[config.mk]
export PLATFORM = sky130hd
export DESIGN_NAME = ex_alu_stage
export DESIGN_NICKNAME = d
export VERILOG_FILES = /design/src/rtl/alu_pkg.sv /design/src/rtl/alu_core.sv /design/src/rtl/ex_alu_stage.sv
export SDC_FILE = /design/constraint.sdc
export NUM_CORES = 1
export LEC_CHECK = 0
export CELL_PAD_IN_SITES_DETAIL_PLACEMENT = 0
export CELL_PAD_IN_SITES_GLOBAL_PLACEMENT = 1
export CORE_ASPECT_RATIO = 2
export CORE_MARGIN = 10
export CORE_UTILIZATION = 50
export DETAILED_ROUTE_END_ITERATION = 16
export DONT_BUFFER_PORTS = 1
export PLACE_DENSITY = 0.81
export SLEW_MARGIN = 20
export SYNTH_ARGS = -nofsm -noshare
export SYNTH_HDL_FRONTEND = slang
export SYNTH_HIERARCHICAL = 1
export SYNTH_SLANG_ARGS = --single-unit
[constraint.sdc]
create_clock -name clk -period 15.3 [get_ports clk]
set_input_delay 4.59 -clock clk [delete_from_list [all_inputs] [get_ports clk]]
set_output_delay 4.59 -clock clk [all_outputs]
set_load 0.01 [all_outputs]
[src/rtl/alu_pkg.sv]
// -----------------------------------------------------------------------------
// alu_pkg
// Shared definitions for the EX-stage ALU:
//   - 5-bit ALU control codes, bit-exact with the ALU-control decoder output
//   - default datapath / register-address widths
//   - shift-amount width (shift ops use operand A bits [4:0])
// -----------------------------------------------------------------------------
package alu_pkg;

  localparam int ALU_DATA_W = 32;
  localparam int ALU_REG_AW = 5;
  localparam int ALU_SHAMT_W = 5;

  localparam logic [4:0] ALU_AND = 5'b00000;
  localparam logic [4:0] ALU_OR  = 5'b00001;
  localparam logic [4:0] ALU_ADD = 5'b00010;
  localparam logic [4:0] ALU_SUB = 5'b00110;
  localparam logic [4:0] ALU_SLT = 5'b00111;
  localparam logic [4:0] ALU_NOR = 5'b01100;
  localparam logic [4:0] ALU_XOR = 5'b01101;
  localparam logic [4:0] ALU_SLL = 5'b10000;
  localparam logic [4:0] ALU_SRL = 5'b10001;
  localparam logic [4:0] ALU_SRA = 5'b10010;

endpackage

[src/rtl/alu_core.sv]
// -----------------------------------------------------------------------------
// alu_core
// Purely combinational ALU.
// Ports:
//   alu_ctrl_i  5-bit decoded operation code (see alu_pkg)
//   sign_i      1 = signed SLT / overflow detection, 0 = unsigned
//   a_i         operand A; a_i[4:0] is the shift amount for shift ops
//   b_i         operand B; the value being shifted for shift ops
//   result_o    ALU result (0 for undefined codes)
//   ovf_o       two's-complement overflow for ADD/SUB when sign_i = 1
// -----------------------------------------------------------------------------
module alu_core
  import alu_pkg::*;
#(
  parameter int DATA_W = ALU_DATA_W
) (
  input  logic [4:0]        alu_ctrl_i,
  input  logic              sign_i,
  input  logic [DATA_W-1:0] a_i,
  input  logic [DATA_W-1:0] b_i,
  output logic [DATA_W-1:0] result_o,
  output logic              ovf_o
);

  localparam int MSB = DATA_W - 1;

  logic [DATA_W-1:0]      sum;
  logic [DATA_W-1:0]      diff;
  logic                   less;
  logic [ALU_SHAMT_W-1:0] shamt;

  assign sum   = a_i + b_i;
  assign diff  = a_i - b_i;
  assign shamt = a_i[ALU_SHAMT_W-1:0];
  assign less  = sign_i ? ($signed(a_i) < $signed(b_i)) : (a_i < b_i);

  // NOTE: every output gets a default before the case so no path leaves it
  // unassigned; otherwise synthesis infers a latch.
  always_comb begin
    result_o = '0;
    ovf_o    = 1'b0;
    case (alu_ctrl_i)
      ALU_AND: result_o = a_i & b_i;
      ALU_OR:  result_o = a_i | b_i;
      ALU_ADD: begin
        result_o = sum;
        // Same-sign operands producing an opposite-sign sum.
        ovf_o    = sign_i & (a_i[MSB] == b_i[MSB]) & (sum[MSB] != a_i[MSB]);
      end
      ALU_SUB: begin
        result_o = diff;
        // Opposite-sign operands where the difference takes B's sign.
        ovf_o    = sign_i & (a_i[MSB] != b_i[MSB]) & (diff[MSB] != a_i[MSB]);
      end
      ALU_SLT: result_o = {{(DATA_W-1){1'b0}}, less};
      ALU_NOR: result_o = ~(a_i | b_i);
      ALU_XOR: result_o = a_i ^ b_i;
      ALU_SLL: result_o = b_i << shamt;
      ALU_SRL: result_o = b_i >> shamt;
      ALU_SRA: result_o = DATA_W'($signed(b_i) >>> shamt);
      default: result_o = '0;
    endcase
  end

endmodule

[src/rtl/ex_alu_stage.sv]
// -----------------------------------------------------------------------------
// ex_alu_stage
// Execute stage: computes the ALU result and registers it together with the
// destination metadata into the EX/MEM pipeline register (1-cycle latency).
// Per-edge priority: reset > flush > stall > load.
//
// Ports:
//   clk, reset            rising-edge clock, synchronous active-high reset
//   in_valid              ID/EX slot holds a real instruction
//   stall                 hold EX/MEM contents
//   flush                 load a bubble (all-zero) into EX/MEM
//   ALUCtrl, Sign         decoded ALU op and signedness
//   in_a, in_b            operands
//   rd_in, reg_write_in   destination register and write-back enable
//   out_valid, out_result, out_zero, rd_out, reg_write_out   EX/MEM register
//   out_ovf               (EX_OVERFLOW_TRAP_EN only) signed ADD/SUB overflow
//
// Build option: define EX_OVERFLOW_TRAP_EN to add out_ovf and suppress the
// write-back of an overflowing slot. Without it ADD/SUB wrap silently.
// -----------------------------------------------------------------------------
module ex_alu_stage
  import alu_pkg::*;
#(
  parameter int DATA_W = ALU_DATA_W,
  parameter int REG_AW = ALU_REG_AW
) (
  input  logic              clk,
  input  logic              reset,
  input  logic              in_valid,
  input  logic              stall,
  input  logic              flush,
  input  logic [4:0]        ALUCtrl,
  input  logic              Sign,
  input  logic [DATA_W-1:0] in_a,
  input  logic [DATA_W-1:0] in_b,
  input  logic [REG_AW-1:0] rd_in,
  input  logic              reg_write_in,
  output logic              out_valid,
  output logic [DATA_W-1:0] out_result,
  output logic              out_zero,
  output logic [REG_AW-1:0] rd_out,
`ifdef EX_OVERFLOW_TRAP_EN
  output logic              out_ovf,
`endif
  output logic              reg_write_out
);

  logic [DATA_W-1:0] alu_result;
  logic              alu_ovf;
  logic              trap;

  alu_core #(.DATA_W(DATA_W)) u_alu_core (
    .alu_ctrl_i (ALUCtrl),
    .sign_i     (Sign),
    .a_i        (in_a),
    .b_i        (in_b),
    .result_o   (alu_result),
    .ovf_o      (alu_ovf)
  );

`ifdef EX_OVERFLOW_TRAP_EN
  assign trap = alu_ovf & in_valid;
`else
  logic unused_ovf;
  assign unused_ovf = alu_ovf;
  assign trap       = 1'b0;
`endif

  logic              valid_q, valid_d;
  logic [DATA_W-1:0] result_q, result_d;
  logic              zero_q, zero_d;
  logic [REG_AW-1:0] rd_q, rd_d;
  logic              rw_q, rw_d;
  logic              ovf_q, ovf_d;

  // Next state: hold by default (stall), bubble on flush, otherwise load.
  always_comb begin
    valid_d  = valid_q;
    result_d = result_q;
    zero_d   = zero_q;
    rd_d     = rd_q;
    rw_d     = rw_q;
    ovf_d    = ovf_q;
    if (flush) begin
      valid_d  = 1'b0;
      result_d = '0;
      zero_d   = 1'b0;
      rd_d     = '0;
      rw_d     = 1'b0;
      ovf_d    = 1'b0;
    end else if (!stall) begin
      valid_d  = in_valid;
      result_d = alu_result;
      zero_d   = (alu_result == '0);
      rd_d     = rd_in;
      // Writes to r0 are dropped here so later stages never see them.
      rw_d     = reg_write_in & in_valid & (rd_in != '0) & ~trap;
      ovf_d    = trap;
    end
  end

  // NOTE: state registers use non-blocking assignments so every flop samples
  // the pre-edge value regardless of statement order.
  always_ff @(posedge clk) begin
    if (reset) begin
      valid_q  <= 1'b0;
      result_q <= '0;
      zero_q   <= 1'b0;
      rd_q     <= '0;
      rw_q     <= 1'b0;
      ovf_q    <= 1'b0;
    end else begin
      valid_q  <= valid_d;
      result_q <= result_d;
      zero_q   <= zero_d;
      rd_q     <= rd_d;
      rw_q     <= rw_d;
      ovf_q    <= ovf_d;
    end
  end

  assign out_valid     = valid_q;
  assign out_result    = result_q;
  assign out_zero      = zero_q;
  assign rd_out        = rd_q;
  assign reg_write_out = rw_q;
`ifdef EX_OVERFLOW_TRAP_EN
  assign out_ovf       = ovf_q;
`else
  logic unused_ovf_q;
  assign unused_ovf_q = ovf_q;
`endif

endmodule
# After elaboration in Yosys (flattened, before gate mapping)
# Index checks and enable logic that the tools add are counted.
[word_totals]
elab_cells = 33
out_inout_bits = 40
ff_bits = 40
input_bits = 81
[op_classes]
n_lt_le_gt_ge = 2
eq_ne = 9
n_mux = 2
n_addsub = 2
n_reduce_logical = 4
shift = 3
bitwise_logic = 6
[op_table]
columns = ["operator", "count"]
rows = [
  ["32-bit case mux with 10 select lines", 1],
  ["32-bit < comparator", 2],
  ["32-bit adder", 1],
  ["32-bit AND", 1],
  ["32-bit logical NOT", 1],
  ["32-bit inverter", 1],
  ["32-bit OR", 1],
  ["32-bit by 5-bit left shift with 32-bit output", 1],
  ["32-bit by 5-bit right shift with 32-bit output", 1],
  ["32-bit by 5-bit >>> shifter with 32-bit output", 1],
  ["32-bit subtractor", 1],
  ["32-bit bitwise XOR", 1],
  ["5-bit == test (second input constant)", 3],
  ["5-bit by 3-bit == test with 1-bit output (second input constant)", 2],
  ["5-bit by 4-bit == test with 1-bit output (second input constant)", 2],
  ["5-bit by 1-bit == test with 1-bit output (second input constant)", 1],
  ["5-bit by 2-bit == test with 1-bit output (second input constant)", 1],
  ["5-bit logical NOT", 1],
  ["5-bit nonzero test", 1],
  ["1-bit AND", 2],
  ["2-bit OR reduction", 1],
  ["1-bit two-way mux", 1],
]

# Longest topological paths before layout
[depth]
ltp_word = 4
ltp_mapped = 19
depth_no_buf = 15

# Cells and area by module
# The synthesis kept the hierarchy.
[modules_own_cells]
columns = ["module", "seq_area_each_um2", "cells_per_inst", "area_per_inst_um2", "n_inst"]
rows = [
  ["alu_core", 0.0, 1291, 8762.2, 1],
  ["ex_alu_stage", 800.8, 145, 1485.2, 1],
]

# Worst setup path before layout
# No wires, ideal clock.
[synth_path]
kind = "in2reg"
startpoint = "input port in_a[0]"
endpoint = "register zero_q (netlist: out_zero)"
t_arrival_ns = 8.765
path_slack_ns = 6.447
cell_stages = 19
path_buffers = 4
t_required_ns = 15.212
setup_time_ns = 0.088
cell_sequence = "buf_4 > buf_2 > inv_1 > buf_2 > buf_2 > ha_1 > fa_1 > o21ba_2 > or4_4 > a311oi_1 > a311oi_1 > a21boi_2 > o311ai_2 > a21o_1 > a311oi_1 > a21oi_1 > nor4_1 > nand4_1 > o32ai_2"
[synth_via]
elab_cells_between_ends = 14
cone_classes = "add/sub: 2; order compare: 2; shift: 3; mux: 2; bitwise: 4; reduce/logical: 1"
[synth_rtl]
columns = ["element", "line", "rtl"]
rows = [
  ["start, declared", "ex_alu_stage.sv:34", "input logic [DATA_W-1:0] in_a,"],
  ["32-bit subtractor, or another cell as far along", "alu_core.sv:33", "assign diff = a_i - b_i;"],
  ["32-bit case mux with 10 select lines *", "alu_core.sv:42", "case (alu_ctrl_i)"],
  ["net alu_result[28]", "ex_alu_stage.sv:48", "logic [DATA_W-1:0] alu_result;"],
  ["32-bit logical NOT *", "ex_alu_stage.sv:94", "zero_d = (alu_result == '0);"],
  ["end signal, assigned", "ex_alu_stage.sv:115", "zero_q <= zero_d;"],
  ["end, declared", "ex_alu_stage.sv:71", "logic zero_q, zero_d;"],
]
# The timed path passes the listed nets; every way through them passes the cells marked *.
# A chain may end at the register's enable or synchronous reset.

# Worst setup path in the final report
# Ends and elaborated chain as after synthesis.

==> results by group <==
Min path
  • Hold path cells: 2
  • HP Start: out_zero$_SDFFE_PP0N_
  • Worst hold path endpoint: out_zero$_SDFFE_PP0N_
  • Worst Hold Class: reg2reg

Clock network
  • Clock Sinks: 40
  • Hold buffers post-CTS: 0
  • Post-CTS setup buffers: 0
  • Clock Latency Late Sink: 290 ps
  • CTS H-Tree Depth: 2
  • TritonCTS buffer count: 5
  • PostCTS Resize Cnt: 0
  • Clock Tree Buf Depth: 2
  • CTS tree: done
  • Clock Tree Root: clkbuf_16
  • Reg clk slew, reported paths: 60 ps

Timing
  • RSZ-0062 raised after global routing: false
  • Worst slew pin tran: between 900 and 1000 ps
  • # setup viols final: 0
  • Max Fclk: 0.110 GHz
  • Fin crit share: 59.2%
  • Tmin final: 9060 ps
  • Clock skew: 0 ps
  • Slew HR: 36.8%
  • Setup TNS: 0 ps
  • Final number of hold-violating endpoints: 0
  • Slew Viols, Final: 0

Power and ir drop
  • Worst vdd ir: 80.8 uV
  • LEAKAGE: 4.23 nW
  • Power density cells: 53.4 nW/um^2

Placement
  • DP HPWL: 38.6 mm
  • I/O Buffers: 0
  • Placed Area: 10200 sq um
  • Placer Congestion: 1.03

Route
  • Final WL: 49.0 mm
  • Vias per Instance: around 7.4
  • Via count: 11800
  • DR WL/cell: ~31 um
  • Antenna-violating nets left: 0
  • DR DRC count: 0
  • Pre-antenna DRT Iters: 10
  • Number of DRC markers in iteration 0: 1338

Job
  • Total of max-cap violations: 0

Global routing
  • First-pass GRT wire length: approximately 72 mm
  • Largest net degree at the start of global routing: 83
  • Initial antenna violation count: 1
  • Number of global-route vias before repair: 11200
  • GRT Total Usage: 34.7%
  • Grt ovf: 0

Critical path
  • CP max FO: 62
  • Slowest-stage cell, CP: a311oi_1
  • Reg2reg start: reg_write_out$_SDFFE_PP0N_
  • CP peak stage delay: between 400 and 500 ps
  • Reg2reg setup slack: 14580 ps
  • Critical path arrival: 9270 ps
  • Crit. End Element: register
  • Most used cell, CP: a311oi_1
  • CP Class: in2reg
  • Crit path buf inv count: 1
  • CP Launch Type: input port
  • Crit-path leading delay family: compound AO/OA/AOI/OAI gates
  • Worst path cell trace: inv_1, ha_1, fa_1, o21ba_2, or4_4, a311oi_1, a311oi_1, a21boi_2, o311ai_2, a21o_1, a311oi_1, a21oi_1, nor4_1, nand4_1, o32ai_2
  • Worst R2R End: reg_write_out$_SDFFE_PP0N_
  • WP data required: around 16000 ps
  • FF-to-FF path depth: 2

Floorplan
  • Chip width: between 100 and 150 um
  • Starting Density: 51.1%
  • Placeable Area: 20000 sq um
  • DIE HEIGHT: 222 um
  • Die area: 26900 sq um
  • Num ports: 121
  • # rows: 73

Final layout
  • Area of the multi-input gates: 8590 sq um
  • Filler cell count: 2072
  • Commonest non-fill, non-tap cell in the layout: nor2_1
  • Most frequent cells in the layout: nor2_1, a21oi_1, nand2_1
  • Proportion of layout cells with a drive suffix above 1: 7.61%
  • Area Overhead vs Synth: 1.56%
  • Final Instance Area: 10400 sq um
  • Final nets: 1518
  • Storage cell area: approximately 800 sq um
  • Final antenna diode count: 0

Status
  • Status: completed

Synth
  • Mean Syn Cell Area: 7.14 sq um
  • Synth Net Count: between 1500 and 2000
  • Yosys synthesis warning count: 6
  • Mapped cell area: 10200 sq um
  • Syn Inst Count: 1431
## how the worst max path moves through the flow
stage,from,endpoint,slack [ps],depth (start not counted)
after global placement,in_a[0],out_zero$_SDFFE_PP0N_,5910,14
after global routing,in_a[0],out_zero$_SDFFE_PP0N_,5970,15
after detailed placement,in_a[0],out_zero$_SDFFE_PP0N_,5830,14
after CTS,in_a[0],out_zero$_SDFFE_PP0N_,6140,14
after floorplan,in_a[0],out_zero$_SDFFE_PP0N_,6450,19
final,in_a[0],out_zero$_SDFFE_PP0N_,6240,15
## stage by stage
step                      util (%)  setup slack, ps  instances  hold WS (ps)  power, mW
after global placement        51.0             5910       1594           505      0.416
after floorplan                  -             6450       1431           486      0.343
final                         51.8             6240       1602           562      0.553
after detailed placement      51.0             5830       1594           519      0.415
after CTS                     51.8             6140       1602           561      0.543
after global routing          51.8             5970       1602           588      0.576
## routing by layer
| metal | global-route usage, % | share of wire [%] | vias to the layer above |
|---|---|---|---|
| li1 | - | - | 5182 |
| met1 | 37.6 | 34 | 5653 |
| met2 | 60.0 | 50 | 759 |
| met3 | 4.77 | 8.2 | 199 |
| met4 | 23.8 | 7.9 | 0 |
| met5 | 0 | 0 | - |
## where the power goes
| group | leakage [nW] | internal (mW) | total [mW] | switching (mW) |
|---|---|---|---|---|
| combinational | 3.83 | 0.114 | 0.314 | 0.200 |
| clock | 0.0804 | 0.0776 | 0.127 | 0.0494 |
| sequential | 0.325 | 0.108 | 0.113 | 0.00462 |
## sequential cells by signal, summed over array words and instances, names as in the netlist
name,flops
out_valid,1
rd_out,5
out_result,32
reg_write_out,1
out_zero,1
## cell type report
class                   instances  area share [%]
clock inverters                 3           0.446
inverters                      97            3.51
multi-input cells            1180            82.9
flip-flops and latches         40            7.72
repair buffers                 15            1.09
clock buffers                   5            1.21
well taps                     262            3.16
## worst min-delay path, stage by stage, from the launching register on
cell     delay, ps
dfxtp_1        350
nand2_1        100
o32ai_2         70
Note: power is estimated with default switching activity, not from simulation.
